===== src/rtl/fp_mul_stream_pkg.sv =====
// -----------------------------------------------------------------------------
// fp_mul_stream_pkg
// Shared types and constants for the FP multiplier streaming controller.
//   FP_WIDTH             : width of an IEEE-754 single-precision word
//   fp32_t               : raw IEEE-754 single bit pattern
//   DEFAULT_MUL_LATENCY  : pipeline depth of the multiplier core
//   DEFAULT_FIFO_DEPTH   : default result FIFO size
//   ONE / ZERO           : handy FP32 constants
// -----------------------------------------------------------------------------
package fp_mul_stream_pkg;

    localparam int FP_WIDTH            = 32;
    localparam int DEFAULT_MUL_LATENCY = 4;
    localparam int DEFAULT_FIFO_DEPTH  = 8;

    typedef logic [FP_WIDTH-1:0] fp32_t;

    localparam fp32_t ONE  = 32'h3F80_0000;
    localparam fp32_t ZERO = 32'h0000_0000;

endpackage : fp_mul_stream_pkg


===== src/rtl/fp_mul_result_fifo.sv =====
// -----------------------------------------------------------------------------
// fp_mul_result_fifo
// First-word fall-through result buffer. The producer guarantees it never
// writes when full, so there is no internal full check.
// Ports:
//   clk      : rising-edge clock
//   rst_n    : synchronous active-low reset (pointers and count only)
//   wr_en    : write wr_data at the next edge
//   wr_data  : result word to store
//   rd_en    : pop the head entry (ignored while empty)
//   rd_data  : head entry; forced to zero while empty
//   count    : number of stored entries (0..DEPTH)
// -----------------------------------------------------------------------------
module fp_mul_result_fifo
    import fp_mul_stream_pkg::*;
#(
    parameter int DEPTH = DEFAULT_FIFO_DEPTH
) (
    input  logic                     clk,
    input  logic                     rst_n,
    input  logic                     wr_en,
    input  fp32_t                    wr_data,
    input  logic                     rd_en,
    output fp32_t                    rd_data,
    output logic [$clog2(DEPTH):0]   count
);

    localparam int AW = $clog2(DEPTH);
    localparam int CW = AW + 1;

    fp32_t          mem [DEPTH];
    logic [AW-1:0]  wr_ptr;
    logic [AW-1:0]  rd_ptr;
    logic           not_empty;
    logic           do_rd;

    assign not_empty = (count != '0);
    assign do_rd     = rd_en & not_empty;
    assign rd_data   = not_empty ? mem[rd_ptr] : ZERO;

    // NOTE: storage is deliberately left out of reset; the count alone decides
    // which entries are meaningful, so resetting the array only costs routing.
    always_ff @(posedge clk) begin
        if (wr_en) begin
            mem[wr_ptr] <= wr_data;
        end
    end

    // NOTE: all state here uses non-blocking assignments so every register
    // samples pre-edge values regardless of statement order.
    always_ff @(posedge clk) begin
        if (!rst_n) begin
            wr_ptr <= '0;
            rd_ptr <= '0;
            count  <= '0;
        end else begin
            // Pointers are exactly log2(DEPTH) bits, so they wrap for free.
            if (wr_en) begin
                wr_ptr <= wr_ptr + AW'(1);
            end
            if (do_rd) begin
                rd_ptr <= rd_ptr + AW'(1);
            end
            case ({wr_en, do_rd})
                2'b10:   count <= count + CW'(1);
                2'b01:   count <= count - CW'(1);
                default: ;
            endcase
        end
    end

endmodule : fp_mul_result_fifo


===== src/rtl/fp_mul_stream_ctrl.sv =====
// -----------------------------------------------------------------------------
// fp_mul_stream_ctrl
// Streaming wrapper around a free-running, fixed-latency FP32 multiplier core.
// Operand pairs are accepted over a valid/ready handshake, tracked through the
// core with a valid shift register, and the products are buffered in a FIFO.
// A credit count (in-flight + buffered) bounds acceptance so downstream
// backpressure can never drop a product.
// Ports:
//   clk, rst_n          : clock, synchronous active-low reset
//   s_valid/s_ready     : operand handshake
//   s_a, s_b            : FP32 operands
//   m_valid/m_ready     : result handshake
//   m_result            : FP32 product (zero while no result is held)
//   mul_ena, mul_clr    : core enable (always 1) and clear (= ~rst_n)
//   mul_ay, mul_az      : core operands (zero in cycles without acceptance)
//   mul_result          : core product, MUL_LATENCY cycles after sampling
// -----------------------------------------------------------------------------
module fp_mul_stream_ctrl
    import fp_mul_stream_pkg::*;
#(
    parameter int MUL_LATENCY = DEFAULT_MUL_LATENCY,
    parameter int FIFO_DEPTH  = DEFAULT_FIFO_DEPTH
) (
    input  logic  clk,
    input  logic  rst_n,
    input  logic  s_valid,
    output logic  s_ready,
    input  fp32_t s_a,
    input  fp32_t s_b,
    output logic  m_valid,
    input  logic  m_ready,
    output fp32_t m_result,
    output logic  mul_ena,
    output logic  mul_clr,
    output fp32_t mul_ay,
    output fp32_t mul_az,
    input  fp32_t mul_result
);

    localparam int CW = $clog2(FIFO_DEPTH) + 1;

    // The FIFO must absorb everything in flight plus one slot of slack so
    // that full-rate streaming never throttles s_ready.
    if ((MUL_LATENCY < 1) ||
        (FIFO_DEPTH < MUL_LATENCY + 2) ||
        ((FIFO_DEPTH & (FIFO_DEPTH - 1)) != 0)) begin : g_param_check
        $error("fp_mul_stream_ctrl: FIFO_DEPTH must be a power of 2 and >= MUL_LATENCY+2");
    end

    logic [MUL_LATENCY-1:0] vld_sr;
    logic [CW-1:0]          inflight_cnt;
    logic [CW-1:0]          fifo_cnt;
    logic [CW:0]            credit_used;
    logic                   acc;
    logic                   capture;
    logic                   pop;

    // Credits come from registered counters only: m_ready has no
    // combinational path to s_ready, so a slot freed by a pop is offered
    // one cycle later.
    assign credit_used = {1'b0, inflight_cnt} + {1'b0, fifo_cnt};
    assign s_ready     = (credit_used < (CW+1)'(FIFO_DEPTH));

    assign acc     = s_valid & s_ready;
    assign capture = vld_sr[MUL_LATENCY-1];
    assign pop     = m_valid & m_ready;
    assign m_valid = (fifo_cnt != '0);

    // Core interface: operands are zeroed when nothing is accepted so the
    // core sees a quiet bus between transactions.
    assign mul_ena = 1'b1;
    assign mul_clr = ~rst_n;
    assign mul_ay  = acc ? s_a : ZERO;
    assign mul_az  = acc ? s_b : ZERO;

    always_ff @(posedge clk) begin
        if (!rst_n) begin
            vld_sr       <= '0;
            inflight_cnt <= '0;
        end else begin
            vld_sr[0] <= acc;
            for (int i = 1; i < MUL_LATENCY; i++) begin
                vld_sr[i] <= vld_sr[i-1];
            end
            case ({acc, capture})
                2'b10:   inflight_cnt <= inflight_cnt + CW'(1);
                2'b01:   inflight_cnt <= inflight_cnt - CW'(1);
                default: ;
            endcase
        end
    end

    fp_mul_result_fifo #(
        .DEPTH (FIFO_DEPTH)
    ) u_result_fifo (
        .clk     (clk),
        .rst_n   (rst_n),
        .wr_en   (capture),
        .wr_data (mul_result),
        .rd_en   (pop),
        .rd_data (m_result),
        .count   (fifo_cnt)
    );

endmodule : fp_mul_stream_ctrl


===== config.mk =====
export PLATFORM = sky130hd
export DESIGN_NAME = fp_mul_stream_ctrl
export DESIGN_NICKNAME = d
export VERILOG_FILES = /design/src/rtl/fp_mul_stream_pkg.sv /design/src/rtl/fp_mul_result_fifo.sv /design/src/rtl/fp_mul_stream_ctrl.sv
export SDC_FILE = /design/constraint.sdc
export NUM_CORES = 1
export LEC_CHECK = 0
export ABC_CLOCK_PERIOD_IN_PS = 3540
export CAP_MARGIN = 20
export CORE_ASPECT_RATIO = 2
export CORE_UTILIZATION = 53
export DETAILED_ROUTE_END_ITERATION = 8
export PLACE_DENSITY_LB_ADDON = 0.08
export REMOVE_ABC_BUFFERS = 1
export SLEW_MARGIN = 30
export SYNTH_ARGS = -nofsm -noshare
export SYNTH_HDL_FRONTEND = slang
export SYNTH_HIERARCHICAL = 1
export SYNTH_SLANG_ARGS = --single-unit

===== constraint.sdc =====
create_clock -name clk -period 3.54 [get_ports clk]
set_input_delay 0.708 -clock clk [delete_from_list [all_inputs] [get_ports clk]]
set_output_delay 0.708 -clock clk [all_outputs]
set_load 0.005 [all_outputs]

==> reports/qor.yml <==
status: "finished, final reports clean"
synth_mux_area_frac: 0.160
crit_type: "flip-flop to output port"
detail_route.iter0.violations: 346
dp_hpwl_um: 15600
fmax_mhz: 290
final_cell_mix: "256 x edfxtp_1, 143 x clkdlybuf4s50_1, 65 x and3_1, 63 x mux4_2, 55 x dlymetal6s2s_1"
initial_core_util: 0.541
via_count: 6350
arrival_ns: 2.75
drv_cap: 0
grt_pass1_wl_um: 38400
drive_gt1_frac: 0.177
core_sq_um: 21000
ant_nets: 0
startpoint_type: "flip-flop"
cts-root-buf: "clkbuf_16"
wl_per_cell_um: 23.3
netlist_instances: 602
final_common_cell: "edfxtp_1"
tritoncts: "built"
cp_max_fo: 8
numCtsBuffers: 23
hold_viol_final: 0
num_rows: 75
ys_seq_area_frac: 0.713
yosysWarningCount: 6
die_y_um: 209
synth_top_flop_cell: "edfxtp_1"
period_share: 0.975
slew_headroom: 0.603
grt-ovfl-total: 0
synthDistinctLibCells: 43
crit_path_end_kind: "output port"
grt_max_degree: 67
first_pass_iters: 4
synthArstFlopShare: 0
io_buffers: 198
stdcell_area_sq_um: 14800
crit_slowest_cell: "clkdlybuf4s50_1"
grt_pass1_vias: 6830
synth_compound_area_frac: 0.0101
cts_htree_levels: 1
synthAdderAreaFrac: 0.0121
hp-class: "flip-flop to flip-flop"
crit_required_ns: 2.83
ys_ff_latch: 277
die_w_um: 106
setup_viol: 0
cts.clk_slew.worst_paths_ns: 0.06
cts_sinks: 277
synth_xor_area_frac: 0.00693
p_per_area_nw_per_um2: 431
insertion_delay_ns: 0.52
slew_viol_final: 0
fin_nets: 931
clock_path_buffers: 3
vias_per_cell: 5.75
path_buf_inv: 3
grt_antenna_before_repair: 0
fin_crit_ns: 3.45
path_cells: "ha_1, a31o_2, a2111oi_4, buf_6, buf_8, and3_1, clkdlybuf4s50_1"
slowest_delay_ns: 0.51
irDropWorstVdd_mv: 0.325
io_pins: 200
grt_use_total: 0.236
yosys.area_share.simple: 0.0711
die_area_sq_um: 22100
critPathTopFamily: "buffers and inverters"
synth.avg_cell_area_sq_um: 18.9
drc: 0
nFillCells: 1373
dpl_cell_area_sq_um: 13700
leakagePower_uw: 0.00564
synth_edf_count: 256
clock_skew_ns: 0.0126
postCtsHoldBufs: 0
area_delta_synth_final_pct: 29.8
worst_slew_pin_slew_ns: 0.595
n_antenna_cell: 0
hold_ws_ns: 0.433
synth_area_sq_um: 11400
drt-total-wl_um: 25800
ff2ff_setup_slack_ns: 0.32
gp_congestion: 0.800
rsz0062_at_grt: "yes"
synth_top_family_by_area: "multiplexers"
## layer usage
layer / GRT usage / wire [um] / share of wire
met5: 0 / 0 / 0
met4: 0.0666 / 550 / 0.021
met3: 0.0362 / 1610 / 0.062
met2: 0.453 / 14800 / 0.58
met1: 0.267 / 8790 / 0.34
## cell families (layout without fill, tap and decap cells)
| family | after synthesis | count (layout) |
|---|---|---|
| DFF | 277 | 277 |
| xor gates and xnor gates | 9 | 9 |
| muxes | 102 | 102 |
| and+or+nand+nor | 145 | 145 |
| buffers and inverters | 42 | 276 |
| AOI/OAI and AO/OA | 15 | 15 |
| adders and majority gates | 11 | 11 |
| other | 1 | 1 |
## worst reg2reg max path, delay by kind of cell, from the launching register on
family,cells,cell delay [ns]
and+or+nand+nor,2,0.42
buffers and inverters,4,0.56
adders and majority gates,3,0.73
DFF,1,0.37
AOI/OAI and AO/OA,4,0.82
xor gates and xnor gates,2,0.27
## stage by stage
| stage | TNS, ns | instances | power [uW] | worst slack [ns] | util |
|---|---|---|---|---|---|
| after CTS | 0 | 1096 | 6430 | 0.000191 | 0.690 |
| after global routing | -0.0678 | 1105 | 6570 | -0.0180 | 0.702 |
| after floorplan | -23.82 | 564 | 3730 | -0.774 | - |
| final | 0 | 1105 | 6370 | 0.0868 | 0.702 |
| after detailed placement | 0 | 1052 | 3980 | 0.207 | 0.652 |
| after global placement | 0 | 1052 | 3970 | 0.375 | 0.652 |
## where the power goes
part	switching (uW)	internal [uW]	total, uW
clock network	1110	1350	2460
registers	8.37	3580	3580
logic	118	201	319
## Yosys cell counts (2+ instances only)
master      n  share of area
a21oi_1     3         0.0013
and2_1     10         0.0055
and3_1     65          0.036
buf_12      3         0.0053
buf_2      10         0.0044
buf_6       5         0.0049
buf_8       3         0.0040
clkbuf_1   13         0.0043
clkbuf_2    3         0.0013
dfxtp_1    21          0.037
edfxtp_1  256           0.68
ha_1       11          0.012
inv_1       3        0.00099
mux2i_1    38          0.033
mux4_2     63           0.12
nand2_1     8         0.0026
nand2b_1    6         0.0033
nor2_1     41          0.014
nor2b_1     4         0.0022
nor3_1      2        0.00088
o21ai_0     4         0.0018
or3_1       2         0.0011
xnor2_1     4         0.0031
xor2_1      5         0.0038
## path summary, 6_finish.rpt
| path | startpoint | to | cells after the start |
|---|---|---|---|
| worst max-delay path | inflight_cnt[1]$_SDFFE_PN0P_ | mul_az[17] | 7 |
| worst min-delay path | vld_sr[2]$_SDFF_PN0_ | vld_sr[3]$_SDFF_PN0_ | 1 |
| worst max register to register | inflight_cnt[1]$_SDFFE_PN0P_ | inflight_cnt[2]$_SDFFE_PN0P_ | 15 |
| worst min register to register | vld_sr[2]$_SDFF_PN0_ | vld_sr[3]$_SDFF_PN0_ | 1 |
## final cells by class
| cell class | instances | area, sq um | area share |
|---|---|---|---|
| well taps | 269 | 337 | 0.0228 |
| repair buffers | 231 | 2540 | 0.172 |
| flip-flops and latches | 277 | 8120 | 0.550 |
| inverters | 4 | 15.0 | 0.00102 |
| multi-input cells | 283 | 3020 | 0.205 |
| clock buffers | 24 | 579 | 0.0392 |
| clock inverters | 17 | 149 | 0.0101 |
## flip-flops by register name (all words and copies together), names as in the netlist, named ones only
name	cells
u_result_fifo/wr_ptr	3
inflight_cnt	4
vld_sr	4
u_result_fifo/count	4
u_result_fifo/rd_ptr	3
u_result_fifo/mem	256
## what timing repair did
item | in CTS | in global routing
gates resized for setup | 5 | 59
buffers inserted | 2 | 5
pin swaps | 1 | 1
hold endpoints to repair | 0 | 0
setup endpoints to repair | 65 | 64
gates cloned | 1 | 4
(Power assumes the default switching activity.)
